`src/rtl/pc_sequencer.sv`:
```
// ============================================================================
// Module   : pc_sequencer
// Brief    : Fetch PC unit that picks the next PC from exceptions, eret and jumps/branches.
//            Optional macro PC_DELAY_SLOT_EN enables MIPS branch-delay-slot mode.
// Revision : 1.0 - initial release
// ============================================================================
`default_nettype none

module pc_sequencer #(
    parameter int unsigned ADDR_W    = 32,
    parameter logic [31:0] RESET_VEC = 32'h0000_0000,
    parameter logic [31:0] EXC_VEC   = 32'h0000_0180
) (
    input  logic              clk,
    input  logic              rst_n,
    input  logic              stall,
    input  logic [31:0]       instruction,
    input  logic              zero,
    input  logic              branch,
    input  logic              jump,
    input  logic              jump_reg,
    input  logic [ADDR_W-1:0] rs_val,
    input  logic              exc,
    input  logic              eret,
    output logic [ADDR_W-1:0] pc,
    output logic [ADDR_W-1:0] pc_plus4,
    output logic [ADDR_W-1:0] epc,
    output logic              exc_taken,
    output logic              bd
);

    localparam logic [ADDR_W-1:0] C_RESET_PC = RESET_VEC[ADDR_W-1:0];
    localparam logic [ADDR_W-1:0] C_EXC_PC   = EXC_VEC[ADDR_W-1:0];
    localparam logic [ADDR_W-1:0] C_FOUR     = ADDR_W'(4);

    logic [ADDR_W-1:0] r_pc;
    logic [ADDR_W-1:0] r_epc;
    logic              r_exc_taken;

    logic [ADDR_W-1:0] w_pc_plus4;
    logic [31:0]       w_pc_plus4_ext;
    logic [31:0]       w_br_offset;
    logic [31:0]       w_br_sum;
    logic [31:0]       w_j_full;
    logic [ADDR_W-1:0] w_br_target;
    logic [ADDR_W-1:0] w_j_target;
    logic              w_br_taken;
    logic              w_fault;
    logic              w_exc_accept;
    logic              w_redirect;
    logic [ADDR_W-1:0] w_redirect_target;
    logic [ADDR_W-1:0] w_pc_nxt;
    logic [ADDR_W-1:0] w_epc_capture;
    logic              w_unused;

    // ------------------------------------------------------------------
    // Target arithmetic (all modulo 2^ADDR_W)
    // ------------------------------------------------------------------
    assign w_pc_plus4     = r_pc + C_FOUR;
    assign w_pc_plus4_ext = 32'(w_pc_plus4);

    assign w_br_offset = {{14{instruction[15]}}, instruction[15:0], 2'b00};
    assign w_br_sum    = w_pc_plus4_ext + w_br_offset;
    assign w_br_target = w_br_sum[ADDR_W-1:0];
    assign w_br_taken  = branch & zero;

    assign w_j_full   = {w_pc_plus4_ext[31:28], instruction[25:0], 2'b00};
    assign w_j_target = w_j_full[ADDR_W-1:0];

    // Opcode field and the truncated upper bits carry no meaning here.
    assign w_unused = &{1'b0, instruction[31:26], w_br_sum, w_j_full, 1'b0};

    // A misaligned register jump is treated exactly like an external exception.
    assign w_fault      = jump_reg & (rs_val[1:0] != 2'b00);
    assign w_exc_accept = exc | w_fault;

    always_comb begin
        w_redirect        = 1'b1;
        w_redirect_target = w_pc_plus4;
        if (jump_reg) begin
            w_redirect_target = rs_val;
        end else if (jump) begin
            w_redirect_target = w_j_target;
        end else if (w_br_taken) begin
            w_redirect_target = w_br_target;
        end else begin
            w_redirect = 1'b0;
        end
    end

`ifdef PC_DELAY_SLOT_EN
    // ------------------------------------------------------------------
    // Delay-slot mode: redirect target parks in r_pending for one fetch
    // ------------------------------------------------------------------
    localparam logic [0:0] C_ST_IDLE = 1'b0;
    localparam logic [0:0] C_ST_SLOT = 1'b1;

    logic [0:0]        r_state;
    logic [ADDR_W-1:0] r_pending;
    logic              r_bd;

    always_comb begin
        w_pc_nxt = w_pc_plus4;
        if (eret) begin
            w_pc_nxt = r_epc;
        end else if (r_state == C_ST_SLOT) begin
            w_pc_nxt = r_pending;
        end
    end

    // A fault in the slot is reported against the branch that owns it.
    assign w_epc_capture = (r_state == C_ST_SLOT) ? (r_pc - C_FOUR) : r_pc;

    always_ff @(posedge clk or negedge rst_n) begin
        if (!rst_n) begin
            r_state   <= C_ST_IDLE;
            r_pending <= '0;
            r_bd      <= 1'b0;
        end else if (w_exc_accept) begin
            r_state   <= C_ST_IDLE;
            r_pending <= '0;
            r_bd      <= (r_state == C_ST_SLOT);
        end else if (!stall) begin
            if (eret) begin
                r_state <= C_ST_IDLE;
            end else if (r_state == C_ST_SLOT) begin
                r_state <= C_ST_IDLE;
            end else if (w_redirect) begin
                r_state   <= C_ST_SLOT;
                r_pending <= w_redirect_target;
            end
        end
    end

    assign bd = r_bd;
`else
    always_comb begin
        w_pc_nxt = w_pc_plus4;
        if (eret) begin
            w_pc_nxt = r_epc;
        end else if (w_redirect) begin
            w_pc_nxt = w_redirect_target;
        end
    end

    assign w_epc_capture = r_pc;
    assign bd            = 1'b0;
`endif

    // ------------------------------------------------------------------
    // PC / EPC registers; exceptions are accepted even while stalled
    // ------------------------------------------------------------------
    always_ff @(posedge clk or negedge rst_n) begin
        if (!rst_n) begin
            r_pc        <= C_RESET_PC;
            r_epc       <= '0;
            r_exc_taken <= 1'b0;
        end else begin
            r_exc_taken <= w_exc_accept;
            if (w_exc_accept) begin
                r_pc  <= C_EXC_PC;
                r_epc <= w_epc_capture;
            end else if (!stall) begin
                r_pc <= w_pc_nxt;
            end
        end
    end

    assign pc        = r_pc;
    assign pc_plus4  = w_pc_plus4;
    assign epc       = r_epc;
    assign exc_taken = r_exc_taken;

endmodule

`default_nettype wire

```
`config.mk`:
```
export PLATFORM = sky130hd
export DESIGN_NAME = pc_sequencer
export DESIGN_NICKNAME = d
export VERILOG_FILES = /design/src/rtl/pc_sequencer.sv
export SDC_FILE = /design/constraint.sdc
export NUM_CORES = 1
export LEC_CHECK = 0
export CAP_MARGIN = 20
export CORE_ASPECT_RATIO = 1.1
export CORE_MARGIN = 2
export CORE_UTILIZATION = 53
export DETAILED_ROUTE_END_ITERATION = 8
export HOLD_SLACK_MARGIN = 0.15
export PLACE_DENSITY = 0.91
export SLEW_MARGIN = 30
export SYNTH_ARGS = -nofsm -noshare
export SYNTH_HDL_FRONTEND = slang
export SYNTH_SLANG_ARGS = --single-unit
```
`constraint.sdc`:
```
create_clock -name clk -period 5.7 [get_ports clk]
set_clock_uncertainty 0.1 [all_clocks]
set_input_delay 0.57 -clock clk [delete_from_list [all_inputs] [get_ports clk]]
set_output_delay 0.57 -clock clk [all_outputs]
set_load 0.01 [all_outputs]
```
* Word level (Yosys, flattened, before mapping)
Index checks and enable logic that the tools add are counted.
Operators by class: multipliers 0, shift-type cells 0, add/sub/neg operators 2, reductions and logical operators 1, multiplexer cells 10, magnitude comparators 0, div/mod/pow operators 0, equal/unequal tests 1, bitwise logic cells 3
Operator list (number):
- 2-to-1 mux 32 bit | 7
- adder 32 x 3 -> 32 bit, second input constant | 1
- adder 32 bit | 1
- 2-to-1 mux 1 bit | 3
- bitwise AND 1 bit | 2
- inequality test 2 x 1 -> 1 bit, second input constant | 1
- nonzero test 2 bit | 1
- bitwise OR 1 bit | 1
Storage, ports and cells: bits in read-only memories 0, register bits 65, bits in latches 0, bits in writable memories 0, memories kept 0

* Longest topological paths before layout
depth in word-level cells 9, mapped depth 17, gate-level depth less buffers 17

* Least setup slack after synthesis
No wires, ideal clock.
path kind flip-flop to flip-flop, start point register r_pc[5] (netlist: pc[5]), end point register r_pc[28] (netlist: pc[28]), slack 1.791 ns, required time 5.479 ns, cell stages (with the launch flop) 16, clock period less this slack 3.909 ns, arrival time 3.689 ns, cells stage by stage dfrtp_1 -> buf_2 -> nand4_4 -> nor3_1 -> nand2b_1 -> nor2_1 -> xor2_1 -> ha_1 -> and2_1 -> a221o_1 -> and2_1 -> o41a_1 -> o21ai_2 -> mux2i_1 -> o2111ai_1 -> a22o_1
Between the ends: cells in the longest elaborated chain, start to end 9
Ends and longest elaborated chain:
- start, declared | RTL line 36 | logic [ADDR_W-1:0] r_pc;
- start signal, assigned | RTL line 164 | r_pc <= w_pc_nxt;
- adder 32 x 3 -> 32 bit | RTL line 59 | assign w_pc_plus4 = r_pc + C_FOUR;
- net pc_plus4[21] | RTL line 26 | output logic [ADDR_W-1:0] pc_plus4,
- adder 32 bit | RTL line 63 | assign w_br_sum = w_pc_plus4_ext + w_br_offset;
- 2-to-1 mux 32 bit | RTL line 84 | end else if (w_br_taken) begin
- 2-to-1 mux 32 bit | RTL line 82 | end else if (jump) begin
- 2-to-1 mux 32 bit | RTL line 80 | if (jump_reg) begin
- 2-to-1 mux 32 bit | RTL line 141 | end else if (w_redirect) begin
- 2-to-1 mux 32 bit | RTL line 139 | if (eret) begin
- 2-to-1 mux 32 bit | RTL line 163 | end else if (!stall) begin
- 2-to-1 mux 32 bit | RTL line 160 | if (w_exc_accept) begin
The timed path passes the listed nets, and every way through them passes these cells. The select of a mux whose other input is x is not followed. A chain may end at the register's enable or synchronous reset.

* Worst setup path after layout
start point register r_pc[2] (netlist: pc[2]), end point register r_pc[31] (netlist: pc[31])
Between the ends: cells in the longest elaborated chain, start to end 9
Ends and longest elaborated chain (RTL line):
- adder 32 x 3 -> 32 bit * | 59
- adder 32 bit | 63
- 2-to-1 mux 32 bit | 84
- 2-to-1 mux 32 bit | 82
- 2-to-1 mux 32 bit | 80
- 2-to-1 mux 32 bit * | 141
- 2-to-1 mux 32 bit * | 139
- 2-to-1 mux 32 bit * | 163
- 2-to-1 mux 32 bit * | 160
Mark *: on every way between the ends. The rest lies on a longest branch, timed or not. The select of a mux whose other input is x is not followed.

==> impl_metrics.csv <==
group,metric,value,unit
worst_setup_path,timing.critical_path.arrival,4.57,ns
placed_design,gp_routability_congestion,0.954,
clock_tree,postCtsSetupBuffers,0,
synth,ys_seq_area_frac,0.282,
cells_and_area,layoutNonFillerInstCount,1043,
drt,drc,0,
sta,period_utilisation_layout,0.778,
sta,timing_hold_violations_final,0,
worst_setup_path,crit_chain,"ha_1 > nand2_1 > nor3_2 > nand4_1 > xnor2_1 > ha_1 > a21oi_1 > o21a_1 > o21ai_0 > or3_1 > o2111ai_1 > a31oi_1 > xor2_1 > a21oi_1 > a211oi_2",
worst_setup_path,timing.rr.end,"pc[31]",
floorplan,floorplan.initialDensity,0.549,
sta,worst-slew-pin-transition,0.990,ns
pwr,pwr_density,202,nW/um2
global_routing,antenna_found_initial,0,
synth,synth_top_area_frac,0.282,
hold_path,hold_class,"input pin to async pin",
floorplan,die_width,103,um
synth,synthesis.area_per_instance,7.59,um2
synth,number_of_enable_type_register_cells_in_the_synthesized_netlist,0,
run,cap_violations,0,
floorplan,rows,39,
worst_setup_path,cp_max_fo,6,
clock_tree,post_cts.resized_instances,0,
sta,timing.final.max_slew_violations,0,
synth,synth_nets,869,
pwr,vdd_drop_max,0.196,mV
cells_and_area,layout-area-overhead-vs-synth,34.9,%
synth,ys.flop_type,"sky130_fd_sc_hd__dfrtp_1",
global_routing,gr-total-overflow,0,
floorplan,placeableCoreArea,10500,um2
drt,detailedRoute.firstPassIterationCount,5,
drt,route.detailed.vias_per_inst,6.25,
synth,ys_top_cells_by_area,"sky130_fd_sc_hd__dfrtp_1 28%, sky130_fd_sc_hd__nand2_1 9.6%, sky130_fd_sc_hd__ha_1 7.8%",
clock_tree,worst_skew_pair.late_latency,0.33,ns
cells_and_area,layout.cells.most_common,"sky130_fd_sc_hd__clkdlybuf4s50_1",
clock_tree,cts-buffers-inserted,9,
cells_and_area,final_cell_mix,"161 x sky130_fd_sc_hd__clkdlybuf4s50_1, 148 x sky130_fd_sc_hd__nand2_1, 65 x sky130_fd_sc_hd__dfrtp_1",
cells_and_area,diodes,0,
cells_and_area,final_net_count,1005,
worst_setup_path,timing.reg2reg.setup_slack,1.27,ns
clock_tree,clockBufferDepth,2,
sta,setup_tns,0,ns
placed_design,hpwlAfterDp,15000,um
sta,timing.final.setup_violations,0,
synth,synth.lib_cells_used.distinct,65,
global_routing,grt_pass1_vias,6161,
synth,synth_area_leader_cell,"sky130_fd_sc_hd__dfrtp_1",
floorplan,fp.dieH,113,um
worst_setup_path,worstRegToRegCells,15,
cells_and_area,fraction_of_final_layout_cells_sized_beyond_drive_strength_1,0.0489,
sta,finalCriticalPeriod,4.43,ns
clock_tree,worst_path_clk_slew,0.06,ns
clock_tree,cts_hold_buffers,0,
global_routing,wire_length_of_the_first_global_routing_pass,31600,um
clock_tree,clock_tree_sinks,65,
synth,yosysWarningCount,0,
drt,detailedRoute.firstIterationViolations,539,
worst_setup_path,crit_required,5.84,ns
sta,maxSlewHeadroom,0.335,
synth,synth_async_sr_flop_share,1.00,
clock_tree,clk_root_buffer_cell,"sky130_fd_sc_hd__clkbuf_16",
worst_setup_path,crit-reg2reg-launch,"pc[2]",
worst_setup_path,endpoint_kind,"flop",
clock_tree,tritoncts,"built",
sta,rsz0062_at_grt,"no",
synth,mapped_cells,759,
global_routing,grt_start_max_net_pins,66,
global_routing,total_routing_resource_utilization_after_global_routing,0.347,
drt,detail-route-antenna-nets,0,
drt,route.final.wire_length,20700,um
pwr,p_leak,3.29,nW
worst_setup_path,slowest_stage,"sky130_fd_sc_hd__dfrtp_1",
floorplan,floorplan.die_area,11700,um2
worst_setup_path,worstSetupPathType,"flop to flop",
worst_setup_path,delay_heaviest_family_cp,"compound AO/OA/AOI/OAI gates",
drt,routedWlPerCell,19.8,um
placed_design,place.detailed.instances,1027,
synth,synth.cell_area,5760,um2
run_status,outcome,"complete, no violations",
floorplan,floorplan.io_pins,171,
drt,vias,6523,
synth,ys_seq_elements,65,
sta,clock.fmax,226,MHz
placed_design,placement.io_buffers,163,
clock_tree,cts_htree_levels,3,
worst_setup_path,crit_path_start_kind,"flop",
worst_setup_path,timing.critical_path.buf_inv,0,
worst_setup_path,worst_path_largest_cell_delay,0.45,ns
[layer usage]
metal	vias up	share of wire	global-route usage
li1	2988	-	-
met1	3030	0.36	0.411
met2	404	0.47	0.575
met3	101	0.10	0.0797
met4	0	0.063	0.185
met5	-	0	0
[how the worst max path moves through the flow]
stage	from	to	slack (ns)	depth (start not counted)
2_1_floorplan	pc[5]	pc[28]	1.79	15
3_3_place_gp	pc[5]	pc[28]	1.47	14
3_5_place_dp	pc[5]	pc[28]	1.38	14
4_1_cts	pc[5]	pc[28]	1.37	14
5_1_grt	pc[3]	pc[31]	1.04	15
6_report	pc[2]	pc[31]	1.27	15
[synthesized netlist by cell type (3+ instances only)]
cell and n:
sky130_fd_sc_hd__a2111oi_0 3, sky130_fd_sc_hd__a211oi_1 23, sky130_fd_sc_hd__a211oi_2 3, sky130_fd_sc_hd__a21o_1 13, sky130_fd_sc_hd__a21oi_1 49, sky130_fd_sc_hd__a221o_1 3, sky130_fd_sc_hd__a221oi_1 6, sky130_fd_sc_hd__a22oi_1 5
sky130_fd_sc_hd__a31oi_1 8, sky130_fd_sc_hd__and2_1 7, sky130_fd_sc_hd__and3_1 6, sky130_fd_sc_hd__and4_1 3, sky130_fd_sc_hd__buf_1 6, sky130_fd_sc_hd__buf_2 3, sky130_fd_sc_hd__buf_4 3, sky130_fd_sc_hd__clkbuf_1 34
sky130_fd_sc_hd__dfrtp_1 65, sky130_fd_sc_hd__ha_1 36, sky130_fd_sc_hd__inv_1 26, sky130_fd_sc_hd__mux2i_1 5, sky130_fd_sc_hd__nand2_1 148, sky130_fd_sc_hd__nand2b_1 10, sky130_fd_sc_hd__nand3_1 17, sky130_fd_sc_hd__nand4_1 8
sky130_fd_sc_hd__nor2_1 64, sky130_fd_sc_hd__nor3_1 22, sky130_fd_sc_hd__nor3_2 3, sky130_fd_sc_hd__o2111ai_1 5, sky130_fd_sc_hd__o211ai_1 9, sky130_fd_sc_hd__o21a_1 7, sky130_fd_sc_hd__o21ai_0 48, sky130_fd_sc_hd__o21ai_1 6
sky130_fd_sc_hd__o221ai_1 5, sky130_fd_sc_hd__o22ai_1 8, sky130_fd_sc_hd__o31ai_1 4, sky130_fd_sc_hd__or3_1 4, sky130_fd_sc_hd__xnor2_1 33, sky130_fd_sc_hd__xor2_1 16
[cell families (layout without fill, tap and decap cells)]
group           after synthesis  count (layout)  synth area share
xor+xnor                     50              50            0.0773
mux                           5               5           0.00869
other cells                   1               1          0.000651
simple gates                304             304             0.238
flops                        65              65             0.282
buf+inv                      72             213            0.0495
fa+ha+maj                    37              37            0.0817
compound gates              225             225             0.262
[registers in the layout, summed over array words and instances, names as in the netlist]
name       cells
pc            32
epc           32
exc_taken      1
[stage by stage]
step / total power, mW / area [um2] / setup slack (ns) / hold WS (ns) / utilization
2_1_floorplan: 0.758 / 5760 / 1.79 / 0.174 / -
3_3_place_gp: 0.947 / 7440 / 1.47 / 0.376 / 0.709
3_5_place_dp: 0.953 / 7440 / 1.38 / 0.383 / 0.709
4_1_cts: 1.56 / 7770 / 1.37 / 0.374 / 0.741
5_1_grt: 1.63 / 7770 / 1.04 / 0.398 / 0.741
6_report: 1.57 / 7770 / 1.27 / 0.333 / 0.741
[layout make-up]
type,count,area [um2]
well taps,143,179
repair buffers,171,1680
flip-flops and latches,65,1630
multi-input cells,622,3860
inverters,26,97.6
clock buffers,10,239
fillers,817,2720
clock inverters,6,91.3
[power breakdown]
group	total [mW]	switching, mW	internal [mW]
sequential	0.514	0.0300	0.484
clock	0.613	0.216	0.396
combinational	0.443	0.244	0.199
(Power assumes the default switching activity.)
